## src/rtl/pim_pkg.sv

```systemverilog
// ============================================================================
// Module  : pim_pkg
// Brief   : Shared constants, window address and result-buffer FSM state codes.
// Revision: 1.0 - initial release
// ============================================================================
`default_nettype none

package pim_pkg;

  localparam int          C_NUM_COL         = 32;
  localparam int          C_RES_W           = 16;
  localparam int          C_BUS_W           = 32;
  localparam logic [31:0] C_RESULT_WIN_ADDR = 32'h4000_0020;

  localparam logic [1:0] C_ST_IDLE  = 2'd0;
  localparam logic [1:0] C_ST_FULL  = 2'd1;
  localparam logic [1:0] C_ST_DRAIN = 2'd2;

  typedef enum logic [1:0] {
    ST_IDLE  = C_ST_IDLE,
    ST_FULL  = C_ST_FULL,
    ST_DRAIN = C_ST_DRAIN
  } rb_state_t;

endpackage

`default_nettype wire

```

## src/rtl/pim_result_relu.sv

```systemverilog
// ============================================================================
// Module  : pim_result_relu
// Brief   : Per-column signed clamp (negative -> 0); built only when
//           PIM_RESULT_RELU_EN is defined.
// Revision: 1.0 - initial release
// ============================================================================
`default_nettype none

`ifdef PIM_RESULT_RELU_EN
module pim_result_relu #(
  parameter int NUM_COL = 32,
  parameter int RES_W   = 16
) (
  input  logic [NUM_COL*RES_W-1:0] i_cols,
  output logic [NUM_COL*RES_W-1:0] o_cols
);

  for (genvar c = 0; c < NUM_COL; c++) begin : g_col
    logic [RES_W-1:0] w_col;
    assign w_col = i_cols[c*RES_W +: RES_W];
    assign o_cols[c*RES_W +: RES_W] = w_col[RES_W-1] ? '0 : w_col;
  end

endmodule
`endif

`default_nettype wire

```

## src/rtl/pim_result_buffer.sv

```systemverilog
// ============================================================================
// Module  : pim_result_buffer
// Brief   : Captures a macro result frame and serialises it as bus words.
//           Optional input clamp enabled by defining PIM_RESULT_RELU_EN.
// Revision: 1.0 - initial release
// ============================================================================
`default_nettype none

module pim_result_buffer
  import pim_pkg::*;
#(
  parameter int NUM_COL = C_NUM_COL,
  parameter int RES_W   = C_RES_W,
  parameter int BUS_W   = C_BUS_W
) (
  input  logic                                      i_clk,
  input  logic                                      i_rst,
  input  logic                                      i_result_in_en,
  input  logic [NUM_COL*RES_W-1:0]                  i_pim_result,
  input  logic                                      i_rd_en,
  input  logic                                      i_clear,
  output logic [BUS_W-1:0]                          o_rdata,
  output logic                                      o_rvalid,
  output logic                                      o_valid,
  output logic                                      o_overrun,
  output logic [$clog2((NUM_COL*RES_W)/BUS_W)-1:0]  o_rd_ptr
);

  localparam int FRAME_W   = NUM_COL * RES_W;
  localparam int NUM_WORDS = FRAME_W / BUS_W;
  localparam int PTR_W     = $clog2(NUM_WORDS);
  localparam logic [PTR_W-1:0] C_LAST_PTR = PTR_W'(NUM_WORDS - 1);

  rb_state_t          r_state;
  logic [FRAME_W-1:0] r_frame;
  logic [FRAME_W-1:0] w_frame_in;
  logic [BUS_W-1:0]   w_word;
  logic               w_active;
  logic               w_last;

`ifdef PIM_RESULT_RELU_EN
  pim_result_relu #(
    .NUM_COL (NUM_COL),
    .RES_W   (RES_W)
  ) u_relu (
    .i_cols (i_pim_result),
    .o_cols (w_frame_in)
  );
`else
  assign w_frame_in = i_pim_result;
`endif

  // A clear in the same cycle makes any read behave as an IDLE read.
  assign w_active = (r_state != ST_IDLE) && !i_clear;
  assign w_last   = (o_rd_ptr == C_LAST_PTR);
  assign w_word   = r_frame[int'(o_rd_ptr)*BUS_W +: BUS_W];

  always_ff @(posedge i_clk) begin
    if (i_rst) begin
      r_state   <= ST_IDLE;
      r_frame   <= '0;
      o_rdata   <= '0;
      o_rvalid  <= 1'b0;
      o_valid   <= 1'b0;
      o_overrun <= 1'b0;
      o_rd_ptr  <= '0;
    end else begin
      o_rvalid <= i_rd_en;
      if (i_rd_en) begin
        o_rdata <= w_active ? w_word : '0;
      end

      if (i_clear) begin
        r_state   <= ST_IDLE;
        o_valid   <= 1'b0;
        o_overrun <= 1'b0;
        o_rd_ptr  <= '0;
      end else if (i_rd_en && w_active) begin
        if (w_last) begin
          r_state  <= ST_IDLE;
          o_valid  <= 1'b0;
          o_rd_ptr <= '0;
        end else begin
          r_state  <= ST_DRAIN;
          o_rd_ptr <= o_rd_ptr + 1'b1;
        end
      end

      // Capture overrides the read/clear updates; reading the last word is a clean refill.
      if (i_result_in_en) begin
        r_frame  <= w_frame_in;
        r_state  <= ST_FULL;
        o_valid  <= 1'b1;
        o_rd_ptr <= '0;
        if (w_active && !(i_rd_en && w_last)) begin
          o_overrun <= 1'b1;
        end
      end
    end
  end

endmodule

`default_nettype wire

```

## config.mk

```make
export PLATFORM = sky130hd
export DESIGN_NAME = pim_result_buffer
export DESIGN_NICKNAME = d
export VERILOG_FILES = /design/src/rtl/pim_pkg.sv /design/src/rtl/pim_result_relu.sv /design/src/rtl/pim_result_buffer.sv
export SDC_FILE = /design/constraint.sdc
export NUM_CORES = 1
export LEC_CHECK = 0
export CORE_UTILIZATION = 43
export CTS_BUF_LIST = sky130_fd_sc_hd__clkbuf_4
export CTS_CLUSTER_DIAMETER = 50
export DETAILED_ROUTE_END_ITERATION = 8
export GPL_ROUTABILITY_DRIVEN = 0
export PLACE_DENSITY = 0.73
export RECOVER_POWER = 25
export SLEW_MARGIN = 10
export SYNTH_ARGS = -nofsm -noshare
export SYNTH_HDL_FRONTEND = slang
export SYNTH_HIERARCHICAL = 1
export SYNTH_SLANG_ARGS = --single-unit
export TNS_END_PERCENT = 50
```

## constraint.sdc

```tcl
create_clock -name i_clk -period 1.7 [get_ports i_clk]
set_input_delay 0.34 -clock i_clk [delete_from_list [all_inputs] [get_ports i_clk]]
set_output_delay 0.34 -clock i_clk [all_outputs]
set_load 0.01 [all_outputs]
```

* Word level (Yosys, flattened, before mapping)
Cells that the tools add are included.
** Word-level totals
- Output and inout bits :: 39
- Register bits :: 553
- Bits of input ports :: 517
- Word-level logic and storage cells :: 35
** Operators by class
- Add/subtract/negate cells :: 1
- Equality and inequality tests :: 1
- Mux-type cells :: 13
- Reductions and logical operators :: 11
- Shift-type cells :: 1
** Operators with widths (count)
- indexed part select 512 x 10 -> 32 bit :: 1
- two-way mux 32 bit :: 1
- two-way mux 1 bit :: 10
- nonzero test 3 bit :: 2
- adder 4 x 1 -> 4 bit, second input constant :: 1
- equality test 4 bit, second input constant :: 1
- logical AND 1 bit :: 4
- two-way mux 4 bit :: 1
- OR reduction 3 bit :: 1
- zero test 1 bit :: 2
- two-way mux 2 bit :: 1
- AND reduction 2 bit :: 1
- nonzero test 2 bit :: 1

* Logic depth before layout (Yosys ltp)
- Depth in word-level cells :: 6
- Gate-level depth with buffers :: 7
- Mapped depth without buffers :: 5

* Worst setup path before layout
No wires, ideal clock.
- Path type :: flip-flop to flip-flop
- Start point :: register o_rd_ptr[0]
- End point :: register o_rdata[11]
- Cell stages (with the launch flop) :: 6
- Data arrival time :: 1536 ps
- Setup slack :: 37 ps
- Data required time :: 1574 ps
- Buffers on the path :: 2
- Clock period less this slack :: 1663 ps
- Library setup time :: 126 ps
- Cell sequence :: dfxtp_1 > buf_4 > buf_4 > mux4_2 > a22oi_1 > nand3_1
** On the way
- Word-level cells in the longest chain between the ends :: 2
** RTL lines
- start, declared :: RTL line pim_result_buffer.sv:26 : output logic [$clog2((NUM_COL*RES_W)/BUS_W)-1:0] o_rd_ptr
- start signal, assigned :: RTL line pim_result_buffer.sv:85 : o_rd_ptr <= o_rd_ptr + 1'b1;
- indexed part select 512 x 10 -> 32 bit :: RTL line pim_result_buffer.sv:56 : assign w_word = r_frame[int'(o_rd_ptr)*BUS_W +: BUS_W];
- two-way mux 32 bit :: RTL line pim_result_buffer.sv:70 : o_rdata <= w_active ? w_word : '0;
- end signal, assigned :: RTL line pim_result_buffer.sv:70
- end, declared :: RTL line pim_result_buffer.sv:22 : output logic [BUS_W-1:0] o_rdata,
Every way passes these cells.
A chain may end at the register's enable or synchronous reset.

* Worst setup path after layout
- Start point :: register o_rd_ptr[2]
- End point :: output port o_rd_ptr[2]
No word-level cell between the ends.

==> flow_summary.toml <==
[outcome]
status = "finished with violations"
violations = "setup timing"

[pwr]
p_leak_nw = 16.0
power.density_nw_per_um2 = 814
ir_drop_v = 0.000597
power_w = 0.0309

[min_path]
hp-class = "input pin to flop"
min_from = "i_pim_result[417]"
hold_end = "r_frame[417]"
whs_path_depth = 3

[setup_path]
critPathArrivalTime_ns = 1.57
r2r_start = "o_rd_ptr[2]"
startpoint = "o_rd_ptr[2]"
critPathRequiredTime_ns = 1.36
reg2reg_depth = 7
critical_path_class = "flop to primary output"
cp_max_fo = 2
worst_setup_path_start_kind = "flop"
regToRegSetupSlack_ns = -0.11
crit-reg2reg-capture = "o_rdata[11]"
critPathCaptureType = "primary output"

[clock_network]
cts_tree = "done"
cts.sinks = 553
cts-root-buf = "clkbuf_4"
htree_levels = 4
clk_pin_slew_ns = 0.06
cts_buffers = 150
clockBufferDepth = 3
clk_latency_ns = 1.01

[synth]
ys_async_sr_fraction_pct = 0
synth_flop_cell = "dfxtp_1"
synth-edff-count = 0
syn_area_sq_um = 23300
synth_area_leaders = "dfxtp_1, mux2i_1, nor2_1, mux4_2, buf_2"
ys_seq_area_share_pct = 47.6
synth_top_area_cell = "dfxtp_1"
avgSynthCellArea_sq_um = 10.5
yosys_warnings = 6
synth_cell_types = 36
synth_top_area_share_pct = 47.6
syn_nets = 2742
synth-seq-cells = 553
syn_inst = 2224

[layout]
finalNonFillerCells = 4187
layout_commonest_cell = "mux2i_1"
fin_nets = 3896
layout_common_cells = "mux2i_1, nor2_1, clkdlybuf4s50_1, dfxtp_1, dlygate4sd3_1"
drive_gt1_share_pct = 17.0
area_delta_synth_final_pct = 63.3

[sta]
fin_crit_ns = 1.91
fin_skew_ns = 0.0643
slew_violations = 0
fin_ws_ns = -0.210
rsz0062_at_grt = "yes"
fmax_mhz = 523
slew_headroom_pct = 26.2
finalCritPeriodShare_pct = 112
whs_ns = 0.0757
worst_pin_slew_ns = 1.11
fin_setup_tns_ns = -8.55
setup_viol_count_final = 157
hold_viol_final = 0

[floorplanning]
start_util_pct = 43.9
core_sq_um = 53000
ioPinCount = 556
die_x_um = 235
die_area_sq_um = 55000
die_h_um = 235
num_rows = 84

[placement]
dp_hpwl_um = 58100
place.port_buffers = 555
post-place-cells = 3387
place_ws_ns = -0.271

[global_routing]
grt_max_degree = 139
grt_pass1_vias = 23418
antenna_found_initial = 13
gr-total-overflow = 0
grt_use_total_pct = 32.8
grt_pass1_wl_um = 136000

[drt]
viasPerCell = 5.44
wl_um = 95600
antenna_left = 0
wl_per_cell_um = 22.8
dr.pass1.iters = 6
vias = 22768
drt_iter0_drc = 2003
drc = 0

[flow_run]
drv_cap = 0
## layer usage
metal	GRT usage, %	wire length [um]	vias to the layer above
li1	-	-	10271
met1	40.5	39000	10994
met2	52.5	44800	1222
met3	8.93	7700	277
met4	16.7	4130	4
met5	0	24	-
## kinds of logic after synthesis
kind of cell,after synthesis,share of synthesized area [%]
DFF,553,47.6
adders and majority gates,1,0.0538
xor gates and xnor gates,1,0.0377
AOI/OAI and AO/OA,174,6.04
buffers and inverters,221,4.42
muxes,640,31.0
and+or+nand+nor,634,10.9
## Yosys cell counts (2+ instances only)
master and number:
mux2i_1 576, dfxtp_1 553, nor2_1 518, buf_2 86, clkbuf_1 72, mux4_2 64, nand2_1 36, inv_1 35
nand3_1 35, a211oi_1 33, nor3_1 33, a221oi_1 32, o221ai_1 32, o22a_1 32, a22oi_1 31, buf_1 11
buf_4 8, buf_6 8, a21oi_1 7, o21ai_0 3, nand2b_1 2, nor2b_1 2, nor3_4 2
## how the worst max path moves through the flow
stage / end / depth (start not counted)
CTS: o_rd_ptr[0] / 2
finish: o_rd_ptr[2] / 2
detailed placement: o_rdata[18] / 6
global placement: o_rdata[18] / 6
floorplan: o_rdata[11] / 5
global route: o_rd_ptr[2] / 2
## power breakdown
part / leakage, nW / internal, W / switching, W
sequential: 4.58 / 0.0137 / 0.000465
clock: 1.12 / 0.00617 / 0.00581
combinational: 10.3 / 0.00288 / 0.00191
## cell type report
cell class / count / area, sq um
Clock inverter: 27 / 139
Antenna cell: 20 / 50.0
Timing Repair Buffer: 1187 / 12400
Sequential cell: 553 / 11100
Tap cell: 688 / 861
Inverter: 36 / 135
Clock buffer: 226 / 1700
Fill cell: 3450 / 15000
Multi-Input combinational cell: 1450 / 11600
## critical path: stages (launching register included)
cell and delay, ns:
dfxtp_4 0.36, buf_12 0.13, buf_8 0.12
## stage by stage
step                      cell area (sq um)  utilization (%)
final                                 38000             71.7
after global routing                  38000             71.7
after CTS                             37400             70.7
after detailed placement              30100             56.9
after global placement                30100             56.9
after floorplan                       23300                -
## state kept, by name, summed over array words and instances (netlist names)
name and cells:
r_frame 512, o_rdata 32, o_rd_ptr 4, r_state 2, o_overrun 1, o_rvalid 1, o_valid 1
## timing repair
action / in CTS / in global routing
hold endpoints to repair: 546 / 0
setup buffers: 10 / 11
cloned: 2 / 11
pin swaps: 8 / 9
gates resized for setup: 310 / 40
hold buffers: 493 / 0
setup endpoints to repair: 60 / 72
No activity file was read; power rests on OpenSTA's default activity.
